$ cat src/rtl/mem_ctrl.sv
// Memory controller: serializes icache block refills and LSB loads/stores
// onto a byte-wide synchronous RAM port, one byte per cycle.
module mem_ctrl #(
    parameter int unsigned ADDR_WIDTH  = 32,
    parameter int unsigned BLOCK_WIDTH = 1
) (
    input  logic                          clk_in,
    input  logic                          rst_in,
    input  logic                          rdy_in,
    input  logic [7:0]                    mem_din,
    output logic [7:0]                    mem_dout,
    output logic [ADDR_WIDTH-1:0]         mem_a,
    output logic                          mem_wr,
    input  logic                          IC2MC_en,
    input  logic [ADDR_WIDTH-1:0]         IC2MC_addr,
    output logic                          MC2IC_en,
    output logic [(32<<BLOCK_WIDTH)-1:0]  MC2IC_block,
    input  logic                          LSB2MC_en,
    input  logic                          LSB2MC_wr,
    input  logic [1:0]                    LSB2MC_len,
    input  logic [ADDR_WIDTH-1:0]         LSB2MC_addr,
    input  logic [31:0]                   LSB2MC_data,
    output logic                          MC2LSB_en,
    output logic [31:0]                   MC2LSB_data,
    input  logic                          ROB2MC_pre_judge
);

    localparam int unsigned BLK_BYTES = 4 << BLOCK_WIDTH;
    localparam int unsigned BLK_W     = 32 << BLOCK_WIDTH;
    localparam int unsigned CNT_W     = $clog2(BLK_BYTES) + 1;

    typedef enum logic [2:0] {
        IDLE,
        IFETCH,
        LOAD,
        STORE,
        DONE
    } state_t;

    state_t             state;
    logic [CNT_W-1:0]   cnt;
    logic [CNT_W-1:0]   last;
    logic [31:0]        st_data;
    logic [BLK_W-1:0]   rd_buf;

    logic [CNT_W-1:0]   cnt_inc_c;
    logic [CNT_W-1:0]   lsb_last_c;
    logic [BLK_W-1:0]   rd_next_c;

    // Next byte index, LSB access length, and read buffer with the current byte merged in
    always_comb begin
        cnt_inc_c = cnt + CNT_W'(1);
        rd_next_c = rd_buf | (BLK_W'(mem_din) << {cnt, 3'b000});
        case (LSB2MC_len)
            2'd0:    lsb_last_c = CNT_W'(0);
            2'd1:    lsb_last_c = CNT_W'(1);
            default: lsb_last_c = CNT_W'(3);
        endcase
    end

    // Request arbitration, byte sequencing and registered RAM/response outputs
    always_ff @(posedge clk_in) begin
        if (!rst_in) begin
            state       <= IDLE;
            cnt         <= '0;
            last        <= '0;
            st_data     <= '0;
            rd_buf      <= '0;
            mem_a       <= '0;
            mem_dout    <= '0;
            mem_wr      <= 1'b0;
            MC2IC_en    <= 1'b0;
            MC2IC_block <= '0;
            MC2LSB_en   <= 1'b0;
            MC2LSB_data <= '0;
        end else if (rdy_in) begin
            case (state)
                IDLE: begin
                    if (LSB2MC_en) begin
                        mem_a   <= LSB2MC_addr;
                        cnt     <= '0;
                        last    <= lsb_last_c;
                        st_data <= LSB2MC_data;
                        rd_buf  <= '0;
                        if (LSB2MC_wr) begin
                            mem_wr   <= 1'b1;
                            mem_dout <= LSB2MC_data[7:0];
                            state    <= STORE;
                        end else begin
                            mem_wr <= 1'b0;
                            state  <= LOAD;
                        end
                    end else if (IC2MC_en && ROB2MC_pre_judge) begin
                        mem_a  <= IC2MC_addr;
                        cnt    <= '0;
                        last   <= CNT_W'(BLK_BYTES - 1);
                        rd_buf <= '0;
                        mem_wr <= 1'b0;
                        state  <= IFETCH;
                    end
                end
                IFETCH: begin
                    if (!ROB2MC_pre_judge) begin
                        mem_wr <= 1'b0;
                        state  <= IDLE;
                    end else if (cnt == last) begin
                        MC2IC_block <= rd_next_c;
                        MC2IC_en    <= 1'b1;
                        state       <= DONE;
                    end else begin
                        rd_buf <= rd_next_c;
                        cnt    <= cnt_inc_c;
                        mem_a  <= mem_a + ADDR_WIDTH'(1);
                    end
                end
                LOAD: begin
                    if (cnt == last) begin
                        MC2LSB_data <= rd_next_c[31:0];
                        MC2LSB_en   <= 1'b1;
                        state       <= DONE;
                    end else begin
                        rd_buf <= rd_next_c;
                        cnt    <= cnt_inc_c;
                        mem_a  <= mem_a + ADDR_WIDTH'(1);
                    end
                end
                STORE: begin
                    if (cnt == last) begin
                        mem_wr    <= 1'b0;
                        MC2LSB_en <= 1'b1;
                        state     <= DONE;
                    end else begin
                        cnt      <= cnt_inc_c;
                        mem_a    <= mem_a + ADDR_WIDTH'(1);
                        mem_dout <= 8'(st_data >> {cnt_inc_c, 3'b000});
                    end
                end
                DONE: begin
                    MC2IC_en  <= 1'b0;
                    MC2LSB_en <= 1'b0;
                    state     <= IDLE;
                end
                default: begin
                    mem_wr <= 1'b0;
                    state  <= IDLE;
                end
            endcase
        end
    end

endmodule

$ cat config.mk
export PLATFORM = sky130hd
export DESIGN_NAME = mem_ctrl
export DESIGN_NICKNAME = d
export VERILOG_FILES = /design/src/rtl/mem_ctrl.sv
export SDC_FILE = /design/constraint.sdc
export NUM_CORES = 1
export LEC_CHECK = 0
export ABC_AREA = 1
export CAP_MARGIN = 15
export CORE_MARGIN = 8
export CORE_UTILIZATION = 51
export DETAILED_ROUTE_END_ITERATION = 10
export PLACE_DENSITY = 0.81
export SETUP_SLACK_MARGIN = 0.3
export SYNTH_ARGS = -nofsm -noshare
export SYNTH_HDL_FRONTEND = slang
export SYNTH_SLANG_ARGS = --single-unit
export TNS_END_PERCENT = 20
$ cat constraint.sdc
create_clock -name clk_in -period 2.15 [get_ports clk_in]
set_input_delay 0.43 -clock clk_in [delete_from_list [all_inputs] [get_ports clk_in]]
set_output_delay 0.43 -clock clk_in [all_outputs]
set_load 0.05 [all_outputs]
==> flow_summary.json <==
{
  "ys_ff_latch": 245,
  "synth_top_family_by_area": "simple AND/OR/NAND/NOR gates",
  "nets": 2129,
  "synthAdderAreaFrac": 0.00213,
  "io_buffers": 251,
  "worstMarginPinSlew_ps": 549,
  "synth_xor_area_frac": 0.00893,
  "finalSetupViolCount": 0,
  "vias_per_cell": 5.41,
  "gr-usage-all-layers": 0.248,
  "final_area_mm2": 0.0160,
  "seqCellArea_mm2": 0.00492,
  "cap_violations": 0,
  "core_area_mm2": 0.0226,
  "drive_gt1_frac": 0.0979,
  "cts_hold_buf": 0,
  "finalHoldViolations": 0,
  "multi_input_area_mm2": 0.00586,
  "insertedDiodeCount": 0,
  "ioPinCount": 252,
  "seqPwrFrac": 0.380,
  "combPwrFrac": 0.254,
  "drc": 0,
  "cp_max_fo": 6,
  "first_pass_iters": 5,
  "powerDensity_mw_per_mm2": 859,
  "worstSkewPairLatency_ps": 540,
  "synth_compound_area_frac": 0.207,
  "critPathKind": "reg2out",
  "die_x_um": 168,
  "synthArstFlopShare": 0,
  "vdd_ir_drop_max_mv": 0.652,
  "drt-total-wl_um": 37600,
  "yosysUniqueCellTypes": 35,
  "die_area_mm2": 0.0282,
  "numCtsBuffers": 27,
  "syn-num-nets": 1898,
  "rr_worst_depth": 8,
  "syn2layout_area_growth_pct": 36.0,
  "syn-mean-instance-area_um2": 6.60,
  "switchingPower_mw": 4.35,
  "arrival_ps": 1590,
  "total_leakage_power_nw": 7.11,
  "ys_warn_count": 0,
  "clkPwrFrac": 0.366,
  "rsz0062_at_grt": "yes",
  "synth_simple_gate_area_frac": 0.273,
  "clkSinkCount": 245,
  "intPower_mw": 9.40,
  "cts_tree": "yes",
  "fmax_ghz": 0.495,
  "finalClockSkew_ps": 19.9,
  "synth_mux_area_frac": 0.00170,
  "drv_slew": 0,
  "drtAntennaViolNets": 0,
  "synth_ff_type": "dfxtp_1",
  "critPathCaptureType": "primary output",
  "wl_per_cell_um": 16.2,
  "overflow": 0,
  "cts_max_path_buffers": 3,
  "fillerInstances": 1904,
  "max_slew_margin": 0.635,
  "switching_share": 0.317,
  "rows": 55,
  "synth_edf_count": 0,
  "critPathRequiredTime_ps": 1720,
  "path_depth": 1,
  "antenna_found_initial": 0,
  "finalWeightedCongestion": 0.903,
  "grt_pass1_wl_um": 59000,
  "syn_inst": 1783,
  "start_util": 0.520,
  "crit_buf_inv": 1,
  "placed_area_mm2": 0.0147,
  "fp.dieH_um": 168,
  "h-tree-depth": 1,
  "outcome": "finished clean",
  "slowest_stage": "dlygate4sd2_1",
  "hold_path.class": "in2reg",
  "min_path_cells": 3,
  "slowest_delay_ps": 590,
  "layout_commonest_cell": "nand2_1",
  "fin_crit_sh": 0.940,
  "drt_iter0_markers": 1289,
  "tns_ps": 0,
  "grt_pass1_vias": 11713,
  "critPathTopFamily": "buffers and inverters",
  "grt_max_degree": 102,
  "start_kind": "register",
  "cts-root-buf": "clkbuf_16",
  "num_vias": 12533,
  "yosysSeqAreaShare": 0.417,
  "cp_cell_sequence": "dlygate4sd2_1",
  "period_needed_ps": 2020,
  "synth_area_mm2": 0.0118,
  "layout_common_cells": "nand2_1, dfxtp_1, nor2_1",
  "hpwl_um": 25200,
  "clk_pin_slew_ps": 60
}
==> kinds of logic after synthesis <==
group                      Yosys count
muxes                                2
DFF                                245
buffers and inverters              267
xor gates and xnor gates            12
and+or+nand+nor                    803
adders and majority gates            2
AOI/OAI and AO/OA                  452
==> registers in the layout (all words and copies together) (netlist names), 3 cells and up <==
name	count
rd_buf	64
mem_dout	8
state	3
cnt	4
mem_a	32
MC2LSB_data	32
MC2IC_block	64
last	3
st_data	32
==> Yosys cell counts, drive strengths merged (7+ instances only) <==
library cell	number	area (um^2)
nand2	454	1710
dfxtp	245	4900
nor2	242	923
a21oi	192	961
o21ai	189	950
inv	156	586
nand3	75	385
clkbuf	65	245
o21bai	64	480
buf	45	221
nand4	9	56.3
or2	9	56.3
nor3	7	35.0
==> area by class of cell <==
cell class,instances,area share
clock inverters,10,0.0132
repair buffers,312,0.207
flip-flops and latches,245,0.307
clock buffers,37,0.0471
well taps,285,0.0223
inverters,157,0.0371
multi-input cells,1271,0.366
==> metrics by stage <==
stage	utilization	cells	hold WS [ps]	power (mW)	setup slack [ps]
final	0.707	2317	230	13.7	130
after global routing	0.707	2317	234	14.4	42.9
after CTS	0.691	2303	214	13.6	22.4
after detailed placement	0.648	2256	434	8.62	-30.9
after global placement	0.648	2256	430	8.53	47.8
after floorplan	-	1783	430	7.48	293
==> metal layers <==
metal / vias up / GRT usage / wire, um
li1: 6182 / - / -
met1: 5776 / 0.311 / 15600
met2: 484 / 0.413 / 17700
met3: 91 / 0.0472 / 2720
met4: 0 / 0.104 / 1550
met5: - / 0 / 0
==> power by group through the flow <==
stage	Clock [mW]	Combinational, mW	Sequential [mW]
after floorplan	0	1.69	5.79
after global placement	0	3.23	5.30
after detailed placement	0	3.30	5.32
after CTS	5.09	3.28	5.22
after global routing	5.31	3.82	5.27
final	5.04	3.49	5.22
==> path summary, 6_finish.rpt <==
path                                                endpoint  slack (ps)                          from
worst max-delay path                               mem_a[21]         130        mem_a[21]$_SDFFE_PN0P_
worst min-delay path                 rd_buf[34]$_SDFFE_PN0P_         230                        rst_in
worst max register to register        mem_a[26]$_SDFFE_PN0P_         190         mem_a[8]$_SDFFE_PN0P_
worst min register to register  MC2IC_block[53]$_SDFFE_PN0P_         440  MC2IC_block[53]$_SDFFE_PN0P_
==> repair_timing <==
action / 4_1_cts / 5_1_grt
pin swaps: 0 / 5
buffers inserted: 0 / 9
endpoints found under the setup margin: 283 / 291
resized for setup: 185 / 63
gates cloned: 0 / 5
No activity file was read; power rests on OpenSTA's default activity.
